--- src/rtl/anc_pkg.sv ---
// Shared types and constants for the audio front-end: sample format,
// ADC width and the decimator's two-state lock FSM encoding.
package anc_pkg;

    typedef logic signed [15:0] sample_t;

    localparam int ADC_W      = 12;
    localparam int SAMPLE_MAX = 32767;
    localparam int SAMPLE_MIN = -32768;

    typedef enum logic [0:0] {
        ST_INIT = 1'b0,
        ST_RUN  = 1'b1
    } dec_state_t;

endpackage

--- src/rtl/adc_decimator_if.sv ---
// Conversion input and sample output bundle of the ADC decimator.
// The master side feeds conversions; the slave side is the decimator.
interface adc_decimator_if;
    import anc_pkg::*;

    logic               enable_in;
    logic               adc_valid_in;
    logic [ADC_W-1:0]   adc_data_in;
    logic               ready_out;
    sample_t            x_out;
    logic               locked_out;

    modport master (
        output enable_in,
        output adc_valid_in,
        output adc_data_in,
        input  ready_out,
        input  x_out,
        input  locked_out
    );

    modport slave (
        input  enable_in,
        input  adc_valid_in,
        input  adc_data_in,
        output ready_out,
        output x_out,
        output locked_out
    );

endinterface

--- src/rtl/adc_decimator_dc_tracker.sv ---
// Leaky-integrator DC estimate: holds the estimate with DC_SHIFT fraction
// bits and reports the averaged sample minus the integer part of the estimate.
module dc_tracker
    import anc_pkg::*;
#(
    parameter int DC_SHIFT = 10
)(
    input  logic                    clk_in,
    input  logic                    rst_in,
    input  logic                    i_load,
    input  logic                    i_update,
    input  logic [ADC_W-1:0]        i_avg,
    output logic signed [ADC_W:0]   o_diff
);

    localparam int DC_W = ADC_W + DC_SHIFT;

    logic [DC_W-1:0]  r_dc_acc;
    logic [ADC_W-1:0] w_dc_int;
    logic [DC_W-1:0]  w_dc_next;

    assign w_dc_int = r_dc_acc[DC_W-1:DC_SHIFT];
    assign o_diff   = $signed({1'b0, i_avg}) - $signed({1'b0, w_dc_int});
    // Modular intermediate is fine: the leak keeps the result below 2^DC_W.
    assign w_dc_next = r_dc_acc + DC_W'(i_avg) - DC_W'(w_dc_int);

    // DC estimate register: seeded on the first block, then leaked per block.
    always_ff @(posedge clk_in) begin
        if (rst_in) begin
            r_dc_acc <= '0;
        end else if (i_load) begin
            r_dc_acc <= {i_avg, {DC_SHIFT{1'b0}}};
        end else if (i_update) begin
            r_dc_acc <= w_dc_next;
        end else begin
            r_dc_acc <= r_dc_acc;
        end
    end

endmodule

--- src/rtl/adc_decimator.sv ---
// Block-average decimator for a 12-bit microphone ADC with DC removal,
// gain and saturation to a signed 16-bit sample stream.
module adc_decimator
    import anc_pkg::*;
#(
    parameter int DECIM      = 8,
    parameter int DC_SHIFT   = 10,
    parameter int GAIN_SHIFT = 4
)(
    input logic             clk_in,
    input logic             rst_in,
    adc_decimator_if.slave  bus
);

    localparam int LOG2D = $clog2(DECIM);
    localparam int ACC_W = ADC_W + LOG2D;

    logic [ACC_W-1:0]       r_acc;
    logic [LOG2D-1:0]       r_cnt;
    logic [ADC_W-1:0]       r_avg;
    logic                   r_s1_vld;
    dec_state_t             r_state;
    logic                   r_ready;
    sample_t                r_x;
    logic                   r_locked;

    logic [ACC_W-1:0]       w_sum;
    logic signed [ADC_W:0]  w_diff;
    logic signed [31:0]     w_shifted;
    sample_t                w_sat;
    logic                   w_load;
    logic                   w_update;

    assign w_sum     = r_acc + ACC_W'(bus.adc_data_in);
    assign w_load    = r_s1_vld && (r_state == ST_INIT);
    assign w_update  = r_s1_vld && (r_state == ST_RUN);
    assign w_shifted = $signed({{(31 - ADC_W){w_diff[ADC_W]}}, w_diff}) <<< GAIN_SHIFT;

    // Clamp the gained difference into the 16-bit sample range.
    always_comb begin
        w_sat = '0;
        if (w_shifted > SAMPLE_MAX) begin
            w_sat = sample_t'(SAMPLE_MAX);
        end else if (w_shifted < SAMPLE_MIN) begin
            w_sat = sample_t'(SAMPLE_MIN);
        end else begin
            w_sat = sample_t'(w_shifted[15:0]);
        end
    end

    // Stage 1: accumulate DECIM conversions and register the block average.
    always_ff @(posedge clk_in) begin
        if (rst_in) begin
            r_acc    <= '0;
            r_cnt    <= '0;
            r_avg    <= '0;
            r_s1_vld <= 1'b0;
        end else begin
            r_s1_vld <= 1'b0;
            if (!bus.enable_in) begin
                r_acc <= '0;
                r_cnt <= '0;
            end else if (bus.adc_valid_in) begin
                if (r_cnt == LOG2D'(DECIM - 1)) begin
                    r_avg    <= w_sum[ACC_W-1:LOG2D];
                    r_s1_vld <= 1'b1;
                    r_acc    <= '0;
                    r_cnt    <= '0;
                end else begin
                    r_acc <= w_sum;
                    r_cnt <= r_cnt + LOG2D'(1);
                end
            end else begin
                r_acc <= r_acc;
                r_cnt <= r_cnt;
            end
        end
    end

    dc_tracker #(
        .DC_SHIFT (DC_SHIFT)
    ) u_dc_tracker (
        .clk_in   (clk_in),
        .rst_in   (rst_in),
        .i_load   (w_load),
        .i_update (w_update),
        .i_avg    (r_avg),
        .o_diff   (w_diff)
    );

    // Stage 2 / lock FSM: first block only seeds the tracker, later blocks emit.
    always_ff @(posedge clk_in) begin
        if (rst_in) begin
            r_state  <= ST_INIT;
            r_ready  <= 1'b0;
            r_x      <= '0;
            r_locked <= 1'b0;
        end else begin
            r_ready <= 1'b0;
            case (r_state)
                ST_INIT: begin
                    if (r_s1_vld) begin
                        r_state  <= ST_RUN;
                        r_locked <= 1'b1;
                    end else begin
                        r_state  <= ST_INIT;
                    end
                end
                ST_RUN: begin
                    if (r_s1_vld) begin
                        r_ready <= 1'b1;
                        r_x     <= w_sat;
                    end else begin
                        r_x     <= r_x;
                    end
                end
                default: begin
                    r_state  <= ST_INIT;
                    r_locked <= 1'b0;
                end
            endcase
        end
    end

    assign bus.ready_out  = r_ready;
    assign bus.x_out      = r_x;
    assign bus.locked_out = r_locked;

endmodule

--- src/flat_wrapper.sv ---
// flat-port wrapper written by rule: the top's interface ports become plain ports
module adc_decimator_flat import anc_pkg::*;
#(
    parameter int DECIM      = 8,
    parameter int DC_SHIFT   = 10,
    parameter int GAIN_SHIFT = 4
)
  (clk_in, rst_in, bus_enable_in, bus_adc_valid_in, bus_adc_data_in, bus_ready_out, bus_x_out, bus_locked_out);
  adc_decimator_if bus_i ();
  input logic clk_in;
  input logic rst_in;
  input wire logic [$bits(bus_i.enable_in)-1:0] bus_enable_in;
  input wire logic [$bits(bus_i.adc_valid_in)-1:0] bus_adc_valid_in;
  input wire logic [$bits(bus_i.adc_data_in)-1:0] bus_adc_data_in;
  output wire logic [$bits(bus_i.ready_out)-1:0] bus_ready_out;
  output wire logic [$bits(bus_i.x_out)-1:0] bus_x_out;
  output wire logic [$bits(bus_i.locked_out)-1:0] bus_locked_out;
  assign bus_i.enable_in = bus_enable_in;
  assign bus_i.adc_valid_in = bus_adc_valid_in;
  assign bus_i.adc_data_in = bus_adc_data_in;
  assign bus_ready_out = bus_i.ready_out;
  assign bus_x_out = bus_i.x_out;
  assign bus_locked_out = bus_i.locked_out;
  adc_decimator #(.DECIM(DECIM), .DC_SHIFT(DC_SHIFT), .GAIN_SHIFT(GAIN_SHIFT)) u_core (.clk_in(clk_in), .rst_in(rst_in), .bus(bus_i));
endmodule
--- config.mk ---
export PLATFORM = sky130hd
export DESIGN_NAME = adc_decimator_flat
export DESIGN_NICKNAME = d
export VERILOG_FILES = /design/src/rtl/anc_pkg.sv /design/src/rtl/adc_decimator_if.sv /design/src/rtl/adc_decimator_dc_tracker.sv /design/src/rtl/adc_decimator.sv /design/src/flat_wrapper.sv
export SDC_FILE = /design/constraint.sdc
export NUM_CORES = 1
export LEC_CHECK = 0
export CORE_ASPECT_RATIO = 1.25
export CORE_MARGIN = 5
export CORE_UTILIZATION = 51
export DETAILED_ROUTE_END_ITERATION = 7
export PLACE_DENSITY_LB_ADDON = 0.3
export SYNTH_ARGS = -nofsm -noshare
export SYNTH_HDL_FRONTEND = slang
export SYNTH_SLANG_ARGS = --single-unit
export TNS_END_PERCENT = 10
--- constraint.sdc ---
create_clock -name clk_in -period 4.3 [get_ports clk_in]
set_input_delay 0.43 -clock clk_in [delete_from_list [all_inputs] [get_ports clk_in]]
set_output_delay 0.43 -clock clk_in [all_outputs]
set_load 0.05 [all_outputs]
==> summary.md <==
| Metric | Value |
|---|---|
| Pins Over Slew Limit | `0` |
| Top cells by count, synth | `inv_1 (74), dfxtp_1 (69), nor2_1 (53), a21oi_1 (49), ha_1 (48)` |
| Most common cell in the synthesized netlist | `inv_1` |
| Rows | `40` |
| Fin crit period | `3.467 ns` |
| Clk_lat worst skew | `0.34 ns` |
| Largest cells by area after synthesis | `dfxtp_1 (28%), ha_1 (12%), fa_1 (5.6%), inv_1 (5.5%), a21oi_1 (4.9%)` |
| Slew headroom | `38.44%` |
| Lkg Pwr | `2.306 nW` |
| Die Ht | `120.8 microns` |
| Pre-CTS WS | `0.7995 ns` |
| Congestion Overflow GR | `0` |
| Via Count | `4491` |
| CP max-delay cell | `fa_1` |
| Worst reg2reg path depth | `12` |
| Post-DP Area | `0.005405 sq mm` |
| Layout cells sized above 1 | `4.321%` |
| Final nets | `721` |
| Synth Register Bits | `69` |
| Async S/R FF share, synth | `0%` |
| Register area share after synthesis | `27.56%` |
| CP Depth | `12` |
| Die width | `98.67 microns` |
| Placer Congestion | `0.9791` |
| N_diodes | `0` |
| DR WL/cell | `16.12 microns` |
| Area leader, netlist | `dfxtp_1` |
| Worst Max-Slew Pin Slew | `0.9193 ns` |
| Prevailing post-synth register cell | `dfxtp_1` |
| Clk sinks | `69` |
| Setup crit start | `u_core.u_dc_tracker.r_dc_acc[2]` |
| Worst-path fanout max | `4` |
| Vias in the first global route | `4534` |
| Post-CTS Setup Bufs | `0` |
| Number of enable flip-flop cells after synthesis | `0` |
| Clk buf depth | `2` |
| Clk slew on worst S/H paths | `0.06 ns` |
| Largest net degree at the start of global routing | `38` |
| Post-DP HPWL | `9455 microns` |
| Residual DRC | `0` |
| CTS H-tree lvls | `3` |
| Design Area, Final | `0.005708 sq mm` |
| Setup_tns | `0 ns` |
| Root buf cell | `clkbuf_16` |
| Gr usage total | `22.04%` |
| Cells after synthesis | `623` |
| RSZ-0062 raised after global routing | `no` |
| Critical path endpoint category | `register` |
| Top Ports | `34` |
| Netlist cell types | `58` |
| First-pass GRT wire length | `21270 microns` |
| Crit path max-delay family | `compound AO/OA/AOI/OAI gates` |
| Mapped Area | `0.005012 sq mm` |
| R2R Path End | `u_core.u_dc_tracker.r_dc_acc[20]` |
| Antenna violations before repair | `0` |
| 1st-iter DRT viols | `264` |
| Type of the worst setup path | `reg -> reg` |
| Worst setup margin | `0.8330 ns` |
| Die area | `0.01192 sq mm` |
| Cell total after placement | `758` |
| FF-to-FF Start | `u_core.u_dc_tracker.r_dc_acc[2]` |
| Number of port buffers | `33` |
| Synth top area share | `27.56%` |
| Core region area | `0.009609 sq mm` |
| Fillers | `895` |
| Reg-to-reg slack, setup | `0.83 ns` |
| Via density | `5.802` |
| Hold Vio Cnt, Final | `0` |
| Crit path to | `u_core.u_dc_tracker.r_dc_acc[20]` |
| Synth Warn # | `0` |
| Maxcap violations | `0` |
| Synth Net Count | `701` |
| Util after Layout | `59.40%` |
| Avg Inst Size Synth | `8.045 sq um` |
| Max stage delay on crit path | `0.52 ns` |
| Critical Path Source Type | `register` |
| Peak Freq | `288.4 MHz` |
| P&R area growth vs syn | `13.88%` |
| Status | `completed` |
| Power Total | `1.502 mW` |
| Worst path cell trace | `inv_1 -> fa_1 -> inv_1 -> ha_1 -> nor2b_4 -> o21a_1 -> a31o_1 -> a221o_1 -> a2111o_1 -> a221oi_2 -> mux2i_1 -> o22ai_2` |
| Power Density | `263.1 mW/mm^2` |
| Fin crit share | `80.63%` |
| CTS Hold Bufs | `0` |
| Starting density of the core | `52.16%` |
| Layout Cells excl Fill | `774` |
| Final Setup Violations | `0` |
| Worst IR Drop VDD | `0.1903 mV` |
| CTS tree | `done` |
| Final antenna-violating net count | `0` |
| Worst path buffer plus inverter count | `2` |
| TritonCTS buffer count | `9` |
| Layout Skew | `0.007675 ns` |
| Worst Path Arrival | `3.67 ns` |
| Critical Path Most Common Cell | `inv_1` |
| DRT Pass-1 Iters | `5` |
| Min Hold Slack | `0.4615 ns` |
| Required @ worst endpoint | `4.51 ns` |
| Wirelength, routed | `12480 microns` |
| Worst Hold Class | `reg -> reg` |
| Post_cts resized | `0` |
## worst min-delay path by stage
stage	from	to	slack, ns	cells past startpoint
global placement	u_core.u_dc_tracker.r_dc_acc[1]	u_core.u_dc_tracker.r_dc_acc[1]	0.44	2
floorplan	u_core.u_dc_tracker.r_dc_acc[1]	u_core.u_dc_tracker.r_dc_acc[1]	0.43	2
global route	u_core.bus.x_out[15]	u_core.bus.x_out[15]	0.48	2
CTS	u_core.bus.x_out[4]	u_core.bus.x_out[4]	0.46	2
finish	u_core.u_dc_tracker.r_dc_acc[1]	u_core.u_dc_tracker.r_dc_acc[1]	0.46	2
detailed placement	u_core.r_avg[0]	u_core.r_avg[0]	0.45	2
## power by group
part	internal (mW)	switching (mW)
Combinational	0.0432	0.0564
Clock	0.466	0.288
Sequential	0.645	0.00326
Total	1.15	0.348
## per-layer routing
metal | track usage [%] | part of all wire (%)
met1 | 25.74 | 41
met2 | 38.92 | 52
met3 | 3.808 | 4.4
met4 | 10.33 | 2.9
met5 | 0 | 0
## cells in the final DEF, fill, tap and decap left out, types with 7 or more instances in the layout
master | netlist | layout
a22oi_1 | 11 | 11
dfxtp_1 | 69 | 69
xor2_1 | 13 | 13
a21oi_1 | 49 | 49
nand3_1 | 13 | 13
nor3_1 | 9 | 9
fa_1 | 14 | 14
a21o_1 | 11 | 11
clkbuf_16 | 0 | 9
xnor2_1 | 18 | 18
clkdlybuf4s50_1 | 0 | 32
a211oi_1 | 13 | 13
nor2b_1 | 8 | 8
nand2_1 | 44 | 44
nor2_1 | 53 | 53
o21a_1 | 7 | 7
o21ai_0 | 34 | 34
o32ai_1 | 10 | 10
inv_1 | 74 | 74
a31oi_1 | 8 | 8
ha_1 | 48 | 48
o21bai_1 | 13 | 13
## flip-flops by register name, indices dropped and copies added (netlist names)
signal,flops
u_core.u_dc_tracker.r_dc_acc,22
u_core.r_acc,15
u_core.bus.x_out,13
u_core.r_avg,12
u_core.r_cnt,3
u_core.bus.locked_out,1
u_core.bus.ready_out,1
u_core.r_s1_vld,1
u_core.r_state,1
## cells by family (layout without fill, tap and decap cells)
group                    after synthesis  in the layout  share of synthesized area, %
AO/OA/AOI/OAI                        191            191                         25.24
AND/OR/NAND/NOR                      161            161                         15.08
buffers and inverters                103            128                         7.938
flip-flops                            69             69                         27.56
adder cells (fa/ha/maj)               62             62                         17.57
XOR/XNOR                              31             31                         5.417
multiplexers                           6              6                         1.198
## worst register-to-register path, stage by stage, from the launching register on
cell	delay [ns]
dfxtp_1	0.32
inv_1	0.06
fa_1	0.52
inv_1	0.04
ha_1	0.32
nor2b_4	0.14
o21a_1	0.19
a31o_1	0.26
a221o_1	0.39
a2111o_1	0.47
a221oi_2	0.27
mux2i_1	0.26
o22ai_2	0.09
## cell type report
type / instances / area [sq um] / area share, %
Clock inverter: 5 / 60.06 / 1.052
Clock buffer: 11 / 242.7 / 4.253
Timing Repair Buffer: 36 / 347.8 / 6.094
Sequential cell: 69 / 1381 / 24.20
Tap cell: 126 / 157.7 / 2.762
Multi-Input combinational cell: 451 / 3233 / 56.64
Inverter: 76 / 285.3 / 4.998
No activity file was read; power rests on OpenSTA's default activity.
